File: src/rtl/rf_write_arbiter.sv
// rf_write_arbiter
// Shares the single register-file write port between the in-order write-back
// path (always wins) and a one-entry buffered memory load-return path. It also
// keeps a per-register pending-load scoreboard, reports decode hazards from it,
// and requests a pipeline stall when a buffered load is starved too long.
//
// Optional feature, macro RF_WR_BYPASS_EN: adds same-cycle forwarding outputs
// (byp_hit1/2, byp_data1/2). When a decode source is being written this cycle,
// its pending bit is masked out of ld_hazard.
module rf_write_arbiter #(
  parameter int DATA_W       = 32,
  parameter int ADDR_W       = 4,
  parameter int STARVE_LIMIT = 4
) (
  input  logic                   clk,
  input  logic                   rst,
  // write-back requester
  input  logic                   wb_valid,
  input  logic [ADDR_W-1:0]      wb_dest,
  input  logic [DATA_W-1:0]      wb_data,
  // load issue tracking
  input  logic                   ld_issue,
  input  logic [ADDR_W-1:0]      ld_dest,
  // load-return requester
  input  logic                   mem_valid,
  output logic                   mem_ready,
  input  logic [ADDR_W-1:0]      mem_dest,
  input  logic [DATA_W-1:0]      mem_data,
  // register file write port
  output logic                   rf_we,
  output logic [ADDR_W-1:0]      rf_dest,
  output logic [DATA_W-1:0]      rf_data,
  // decode-stage hazard query
  input  logic [ADDR_W-1:0]      src1,
  input  logic [ADDR_W-1:0]      src2,
  input  logic [ADDR_W-1:0]      dest,
  input  logic                   two_src,
  output logic [(2**ADDR_W)-1:0] pending,
`ifdef RF_WR_BYPASS_EN
  output logic                   byp_hit1,
  output logic                   byp_hit2,
  output logic [DATA_W-1:0]      byp_data1,
  output logic [DATA_W-1:0]      byp_data2,
`endif
  output logic                   ld_hazard,
  output logic                   stall_req
);

  localparam int NREG  = 2**ADDR_W;
  localparam int CNT_W = 4;
  localparam logic [CNT_W-1:0] LIMIT = CNT_W'(STARVE_LIMIT);

  // Starvation tracker states
  localparam logic [1:0] ST_IDLE  = 2'd0;
  localparam logic [1:0] ST_WAIT  = 2'd1;
  localparam logic [1:0] ST_STALL = 2'd2;

  // Saturating increment of the starvation counter; never exceeds LIMIT.
  function automatic logic [CNT_W-1:0] satInc(input logic [CNT_W-1:0] v);
    if (v >= LIMIT) return LIMIT;
    else            return v + 1'b1;
  endfunction

  // One-hot decode of a register index into a scoreboard mask.
  function automatic logic [NREG-1:0] regMask(input logic [ADDR_W-1:0] idx);
    logic [NREG-1:0] m;
    m      = '0;
    m[idx] = 1'b1;
    return m;
  endfunction

  // Holding register: load-return stage p1
  logic              vld_p1;
  logic [ADDR_W-1:0] holdDest_p1;
  logic [DATA_W-1:0] holdData_p1;

  logic              drain;
  logic              accept;
  logic [NREG-1:0]   pendingQ;
  logic [NREG-1:0]   setMask;
  logic [NREG-1:0]   clrMask;

  logic [CNT_W-1:0]  starveCnt;
  logic [CNT_W-1:0]  starveCntNext;
  logic [1:0]        starveState;
  logic [1:0]        starveStateNext;

  logic              hazSrc1;
  logic              hazSrc2;

  // The held entry only gets the port when write-back is idle.
  assign drain     = vld_p1 && !wb_valid;
  assign mem_ready = !vld_p1 || drain;
  assign accept    = mem_valid && mem_ready;

  // Holding-register occupancy: refill on accept, empty on a drain without refill.
  always_ff @(posedge clk or negedge rst) begin
    if (!rst) begin
      vld_p1 <= 1'b0;
    end else if (accept) begin
      vld_p1 <= 1'b1;
    end else if (drain) begin
      vld_p1 <= 1'b0;
    end
  end

  // Holding-register payload; qualified by vld_p1 so it needs no reset.
  always_ff @(posedge clk) begin
    if (accept) begin
      holdDest_p1 <= mem_dest;
      holdData_p1 <= mem_data;
    end
  end

  // Write-port mux: write-back has fixed priority over the held load.
  always_comb begin
    rf_we   = 1'b0;
    rf_dest = '0;
    rf_data = '0;
    if (wb_valid) begin
      rf_we   = 1'b1;
      rf_dest = wb_dest;
      rf_data = wb_data;
    end else if (vld_p1) begin
      rf_we   = 1'b1;
      rf_dest = holdDest_p1;
      rf_data = holdData_p1;
    end
  end

  // Scoreboard masks: a load issue sets, a drain clears; set is applied last.
  always_comb begin
    setMask = '0;
    clrMask = '0;
    if (ld_issue) setMask = regMask(ld_dest);
    if (drain)    clrMask = regMask(holdDest_p1);
  end

  // Pending-load scoreboard.
  always_ff @(posedge clk or negedge rst) begin
    if (!rst) begin
      pendingQ <= '0;
    end else begin
      pendingQ <= (pendingQ & ~clrMask) | setMask;
    end
  end

  assign pending = pendingQ;

`ifdef RF_WR_BYPASS_EN
  assign byp_hit1  = rf_we && (rf_dest == src1);
  assign byp_hit2  = rf_we && (rf_dest == src2);
  assign byp_data1 = rf_data;
  assign byp_data2 = rf_data;
  assign hazSrc1   = pendingQ[src1] && !byp_hit1;
  assign hazSrc2   = two_src && pendingQ[src2] && !byp_hit2;
`else
  assign hazSrc1   = pendingQ[src1];
  assign hazSrc2   = two_src && pendingQ[src2];
`endif

  // The dest term keeps a younger WB write from overtaking an outstanding load.
  assign ld_hazard = hazSrc1 || hazSrc2 || pendingQ[dest];

  // Starvation next-state: count cycles the held entry loses to write-back.
  always_comb begin
    starveStateNext = starveState;
    starveCntNext   = starveCnt;
    if (!vld_p1 || drain) begin
      starveStateNext = ST_IDLE;
      starveCntNext   = '0;
    end else begin
      case (starveState)
        ST_IDLE, ST_WAIT: begin
          starveCntNext   = satInc(starveCnt);
          starveStateNext = (satInc(starveCnt) == LIMIT) ? ST_STALL : ST_WAIT;
        end
        ST_STALL: begin
          starveCntNext   = LIMIT;
          starveStateNext = ST_STALL;
        end
        default: begin
          starveStateNext = ST_IDLE;
          starveCntNext   = '0;
        end
      endcase
    end
  end

  // Starvation state and counter registers.
  always_ff @(posedge clk or negedge rst) begin
    if (!rst) begin
      starveState <= ST_IDLE;
      starveCnt   <= '0;
    end else begin
      starveState <= starveStateNext;
      starveCnt   <= starveCntNext;
    end
  end

  // stall_req comes straight from the state register, so it is glitch-free
  // and drops the cycle after the drain.
  assign stall_req = (starveState == ST_STALL);

endmodule

File: config.mk
export PLATFORM = sky130hd
export DESIGN_NAME = rf_write_arbiter
export DESIGN_NICKNAME = d
export VERILOG_FILES = /design/src/rtl/rf_write_arbiter.sv
export SDC_FILE = /design/constraint.sdc
export NUM_CORES = 1
export LEC_CHECK = 0
export ABC_AREA = 1
export CAP_MARGIN = 20
export CORE_MARGIN = 5
export CORE_UTILIZATION = 37
export CTS_CLUSTER_SIZE = 24
export DETAILED_ROUTE_END_ITERATION = 10
export PLACE_DENSITY = 0.84
export SETUP_SLACK_MARGIN = 0.15
export SYNTH_ARGS = -nofsm -noshare
export SYNTH_HDL_FRONTEND = slang
export SYNTH_SLANG_ARGS = --single-unit
File: constraint.sdc
create_clock -name clk -period 2.65 [get_ports clk]
set_input_delay 0.795 -clock clk [delete_from_list [all_inputs] [get_ports clk]]
set_output_delay 0.795 -clock clk [all_outputs]
set_load 0.01 [all_outputs]
==> results.cfg, run 1 <==
[power_and_ir_drop]
p_int_w = 0.00183
p_leak_nw = 2.15
p_per_area_nw_per_um2 = 545
seq_power_share = 0.436
p_sw_w = 0.000818
power_frac_comb = 0.311
irDropWorstVdd_mv = 0.313
swShare = 0.309
pwr-share-clk = 0.254

[cts]
cts_sinks = 59
clk_root_buffer_cell = clkbuf_8
cts_buffer_depth = 2
htreeDepth = 3
clkSlewWorstSetupHoldPaths_ps = 60
clk_latency_ps = 340
numCtsBuffers = 9
ctsHoldBuffers = 0
cts_tree = yes

[outcome]
status = completed

[sta]
timing.final.crit_share = 0.968
drv_slew = 0
setup_viol = 0
whs_ps = 480
skew_ps = 7.94
rsz0062_at_grt = true
layout_min_cycle_time_ps = 2570
hold_viol = 0
timing.fmax_mhz = 390

[synthesis]
yosys-top-cells-count = 59 x nand2_1, 48 x nand3_1, 45 x inv_1, 36 x edfxtp_1, 33 x a22o_1
synth_area_leaders = edfxtp_1 36%, dfrtp_1 19%, a22o_1 9.5%, nand3_1 7.9%, nand2_1 7.3%
yosysUniqueCellTypes = 28
synth_seq_cells = 59
synth_edf_count = 36
yosys_most_used_dff = edfxtp_1
async_reset_ff_frac = 0.390
avgSynthCellArea_um2 = 9.38
ys_seq_area_frac = 0.545
syn_nets = 419
synth_top_area_share = 0.356
netlist_area_um2 = 3040
yosysWarnings = 0
yosysMostFrequentCell = nand2_1
post-synth-top-area-cell = edfxtp_1
netlist_instances = 324

[floorplanning]
design.core.area_um2 = 8090
die_w_um = 101
start_util = 0.375
core.rowCount = 33
fp.dieH_um = 101
ioPinCount = 150
die_area_um2 = 10100

[route]
drt-total-wl_um = 10700
routed_via_density = 5.17
antenna_left = 0
drtIter0Drc = 135
wire_per_inst_um = 17.7
drc = 0
first_pass_iters = 5
vias = 3131

[placed_design]
place_area_um2 = 4730
port-buffer-count = 149
place_hpwl_um = 8310
place_congestion = 0.950

[worst_setup_path]
crit_chain = buf_6, buf_6, o211ai_1, nand3_1, nand3_1, nand2_1, nor2_1, nand2_1, buf_2
cpMaxStageDelayCell = o211ai_1
worst_setup_path_start_kind = primary input
cp-startpoint = dest[0]
slowest_delay_ps = 210
cp_data_required_time_ps = 1860
end_kind = primary output
path_max_fanout = 5
cp.arrival_ps = 1770
path_class = primary input to primary output
r2r_start = vld_p1$_DFFE_PN0P_

[global_routing]
grt_pass1_wl_um = 17000
grtUsageTotal = 0.221
grt_max_degree = 37
grt_pass1_vias = 3367
grt_overflow = 0
antenna_found_initial = 0

[flow_run]
maxCapViolCount = 0

[layout]
areaGrowthSynthToFinish_pct = 60.0
fin_nets = 591
n_antenna_cell = 0
finalCoreUtilization = 0.601
drive_gt1_frac = 0.188
stdcell_area_um2 = 4860

[worst_hold_path]
min_from = starveCnt[0]$_DFF_PN0_
hold_class = flop to flop
stage by stage:
| step | power, W | TNS [ps] | worst slack, ps | instances |
|---|---|---|---|---|
| 6_report | 0.00265 | 0 | 84.0 | 606 |
| 5_1_grt | 0.00279 | 0 | 66.9 | 606 |
| 4_1_cts | 0.00267 | 0 | 116 | 605 |
| 3_5_place_dp | 0.00200 | -22730 | -624 | 582 |
| 3_3_place_gp | 0.00198 | -22100 | -604 | 582 |
| 2_1_floorplan | 0.00149 | 0 | 308 | 324 |
logic make-up after synthesis:
logic type	count (synthesis)	synth area share
adders and majority gates	1	0.00412
DFF	59	0.545
and+or+nand+nor	137	0.204
other	1	0.00123
AOI/OAI and AO/OA	66	0.155
buffers and inverters	60	0.0902
layout make-up:
| type | instances | area [um2] |
|---|---|---|
| fill | 687 | 3230 |
| sequential | 59 | 1660 |
| clock buffer | 10 | 128 |
| clock inverter | 6 | 32.5 |
| multi-input combinational | 205 | 1130 |
| inverter | 49 | 194 |
| tap | 105 | 131 |
| timing repair buffer | 172 | 1590 |
cell usage in the layout, fill, tap and decap left out, types with 9 or more instances in the layout:
| cell | n |
|---|---|
| nor2_1 | 12 |
| clkbuf_8 | 9 |
| clkdlybuf4s50_1 | 99 |
| edfxtp_1 | 36 |
| buf_2 | 22 |
| clkbuf_2 | 12 |
| nand3_1 | 45 |
| o21ai_1 | 23 |
| nor3_1 | 9 |
| inv_1 | 42 |
| buf_4 | 14 |
| nand2_1 | 57 |
| dfrtp_1 | 23 |
| a22o_1 | 33 |
| buf_6 | 9 |
critical path, delay by kind of cell:
kind	cells	cell delay, ps
compound gates	1	210
simple gates	5	420
buf+inv	3	360
power by group through the flow:
| stage | combinational (W) | clock, W | sequential (W) |
|---|---|---|---|
| CTS | 0.000829 | 0.000692 | 0.00115 |
| finish | 0.000823 | 0.000672 | 0.00115 |
| global placement | 0.000812 | 0 | 0.00117 |
| global route | 0.000900 | 0.000727 | 0.00116 |
| detailed placement | 0.000831 | 0 | 0.00117 |
| floorplan | 0.000320 | 0 | 0.00117 |
layer usage:
metal | global-route usage | part of all wire | vias up
li1 | - | - | 1472
met1 | 0.229 | 0.35 | 1452
met2 | 0.381 | 0.49 | 184
met3 | 0.103 | 0.13 | 23
met4 | 0.0943 | 0.026 | 0
met5 | 0 | 0 | -
final timing paths:
| kind | endpoint | slack, ps | depth (start not counted) |
|---|---|---|---|
| min in group asynchronous | pending[1]$_DFF_PN0_ | 830 | 2 |
| hold reg to reg | starveCnt[0]$_DFF_PN0_ | 480 | 1 |
| hold / removal | starveCnt[0]$_DFF_PN0_ | 480 | 1 |
| setup reg to reg | holdData_p1[24]$_DFFE_PP_ | 1210 | 6 |
| max in group asynchronous | pending[12]$_DFF_PN0_ | 1590 | 2 |
| setup / recovery | ld_hazard | 80 | 9 |
timing repair:
| action | 4_1_cts | 5_1_grt |
|---|---|---|
| pin swaps | 11 | 8 |
| setup endpoints to repair | 39 | 22 |
| buffers inserted | 4 | 1 |
| gates cloned | 3 | 0 |
| resized for setup | 168 | 26 |
state kept, by name, indices dropped and copies added (netlist names):
signal,flops
starveCnt,4
pending,16
vld_p1,1
holdData_p1,32
starveState,2
holdDest_p1,4
(Power assumes the default switching activity.)
==> run 2: changes to the inputs <==
--- a/config.mk
+++ b/config.mk
@@ -7,11 +7,14 @@
 export LEC_CHECK = 0
 export ABC_AREA = 1
 export CAP_MARGIN = 20
+export CELL_PAD_IN_SITES_DETAIL_PLACEMENT = 2
+export CELL_PAD_IN_SITES_GLOBAL_PLACEMENT = 2
 export CORE_MARGIN = 5
-export CORE_UTILIZATION = 37
+export CORE_UTILIZATION = 20
+export CTS_CLUSTER_DIAMETER = 60
 export CTS_CLUSTER_SIZE = 24
 export DETAILED_ROUTE_END_ITERATION = 10
-export PLACE_DENSITY = 0.84
+export PLACE_DENSITY = 0.82
 export SETUP_SLACK_MARGIN = 0.15
 export SYNTH_ARGS = -nofsm -noshare
 export SYNTH_HDL_FRONTEND = slang
==> results.cfg, run 2 (synthesis gave the netlist of run 1 again) <==
[sta]
timing.fmax_mhz = 389
skew_ps = 4.56
rsz0062_at_grt = true
timing.final.crit_share = 0.969
timing.setup.tns_ps = 0
layout_min_cycle_time_ps = 2570
hold_viol = 0
drv_slew = 0
setup_viol = 0

[worst_setup_path]
r2r_end = pending[11]$_DFF_PN0_
path_class = primary input to primary output
slowest_delay_ps = 130
cp.arrival_ps = 1770
end_kind = primary output
r2r_cells = 8
r2r_setup_slack_ps = 1100
crit_chain = buf_6, buf_8, clkinv_8, nand2_1, nand3_1, nand3_2, nand3_2, nand2_1, nor2_2, nand2_1, buf_2
worst_setup_path_start_kind = primary input
path_max_fanout = 7
path_buf_inv = 4
cpMaxStageDelayCell = buf_8
cp_common_cell = nand2_1
r2r_start = vld_p1$_DFFE_PN0P_
crit_family = simple AND/OR/NAND/NOR gates
cp_data_required_time_ps = 1860

[layout]
mostFrequentLayoutCells = 98 x clkdlybuf4s50_1, 51 x nand2_1, 41 x inv_1, 38 x nand3_1, 36 x edfxtp_1
largest_reg_flops = 32
drive_gt1_frac = 0.224
areaGrowthSynthToFinish_pct = 71.5
layout_commonest_cell = clkdlybuf4s50_1
fin_nets = 590
stdcell_count = 690
finalCoreUtilization = 0.347
largest-register = holdData_p1

[floorplanning]
die_w_um = 133
core.rowCount = 45
ioPinCount = 150
fp.dieH_um = 133
design.core.area_um2 = 15000
start_util = 0.202
die_area_um2 = 17800

[placed_design]
place_congestion = 0.889
port-buffer-count = 149
placed_cells = 664
place_hpwl_um = 10700

[power_and_ir_drop]
power_frac_comb = 0.279
pwr-share-clk = 0.359
swShare = 0.301
p_leak_nw = 2.27
seq_power_share = 0.362
irDropWorstVdd_mv = 0.349
p_int_w = 0.00224
p_sw_w = 0.000965
p_per_area_nw_per_um2 = 615

[route]
routed_via_density = 4.56
vias = 3145
drc = 0
antenna_left = 0
drtIter0Drc = 75
drt-total-wl_um = 14100
wire_per_inst_um = 20.4
first_pass_iters = 4

[worst_hold_path]
hold_class = flop to flop
min_from = starveCnt[0]$_DFF_PN0_
min_path_cells = 1
whs_endpoint = starveCnt[0]$_DFF_PN0_

[cts]
clk_latency_ps = 330
cts_sinks = 59
clkSlewWorstSetupHoldPaths_ps = 50
cts_tree = yes
cts_buffer_depth = 2
htreeDepth = 3
numCtsBuffers = 9
clk_root_buffer_cell = clkbuf_16

[global_routing]
grt_pass1_vias = 3833
grt_pass1_wl_um = 21900
grtUsageTotal = 0.161
grt_overflow = 0
antenna_found_initial = 2
grt_max_degree = 37

[flow_run]
maxCapViolCount = 0

[outcome]
status = completed
run 2: cell types whose count changed in the layout (fill, tap and decap cells not counted), moves of 6 or more:
cell,delta
buf_2,+10
clkbuf_16,+9
clkbuf_8,-9
clkbuf_2,-8
nand3_1,-7
nand3_2,+7
nand2_1,-6
nand2_2,+6
run 2: cell type report:
class                      count  area [um2]
antenna                        2        5.00
clock buffer                   9         225
tap                          188         235
sequential                    59        1660
inverter                      49         201
multi-input combinational    205        1190
fill                        1634        9820
clock inverter                 7        68.8
timing repair buffer         171        1630
run 2: worst reg2reg max path, cell delays in order, from the launching register on:
cell	delay (ps)
dfrtp_1	390
inv_2	80
nor2_8	110
buf_12	130
buf_12	100
buf_4	130
nand3_1	170
o21ai_1	210
o21ai_1	110
run 2: per-layer routing:
layer | track usage | wire [um]
met2 | 0.288 | 7230
met5 | 0 | 0
met4 | 0.0600 | 193
met1 | 0.159 | 5140
met3 | 0.0816 | 1530
run 2: per-stage QoR:
step / hold slack, ps / total power [W] / setup slack [ps] / cell area (um2)
finish: 476 / 0.00320 / 81.6 / 5210
global route: 499 / 0.00337 / 14.2 / 5210
CTS: 478 / 0.00323 / -65.1 / 5110
detailed placement: 471 / 0.00206 / -732 / 4830
global placement: 455 / 0.00202 / -684 / 4830
floorplan: 441 / 0.00149 / 308 / 3040
run 2: worst max-delay path by stage:
stage / from / depth (start not counted) / slack (ps) / end
2_1_floorplan: wb_valid / 3 / 310 / holdData_p1[0]$_DFFE_PP_
3_3_place_gp: wb_valid / 5 / -680 / rf_dest[0]
4_1_cts: dest[0] / 11 / -70 / ld_hazard
5_1_grt: dest[0] / 11 / 10 / ld_hazard
3_5_place_dp: src1[0] / 10 / -730 / ld_hazard
6_report: dest[0] / 11 / 80 / ld_hazard
run 2: power by group through the flow:
stage	clock network, W	registers [W]	logic [W]
floorplan	0	0.00117	0.000320
global placement	0	0.00117	0.000847
detailed placement	0	0.00118	0.000879
CTS	0.00119	0.00116	0.000878
global route	0.00123	0.00117	0.000967
finish	0.00115	0.00116	0.000892
run 2: timing repair:
| item | in CTS | in global routing |
|---|---|---|
| cloned | 4 | 0 |
| endpoints found under the setup margin | 39 | 16 |
| buffers inserted | 4 | 0 |
| gates resized for setup | 169 | 59 |
| hold buffers | 0 | 0 |
| pin swaps | 3 | 27 |
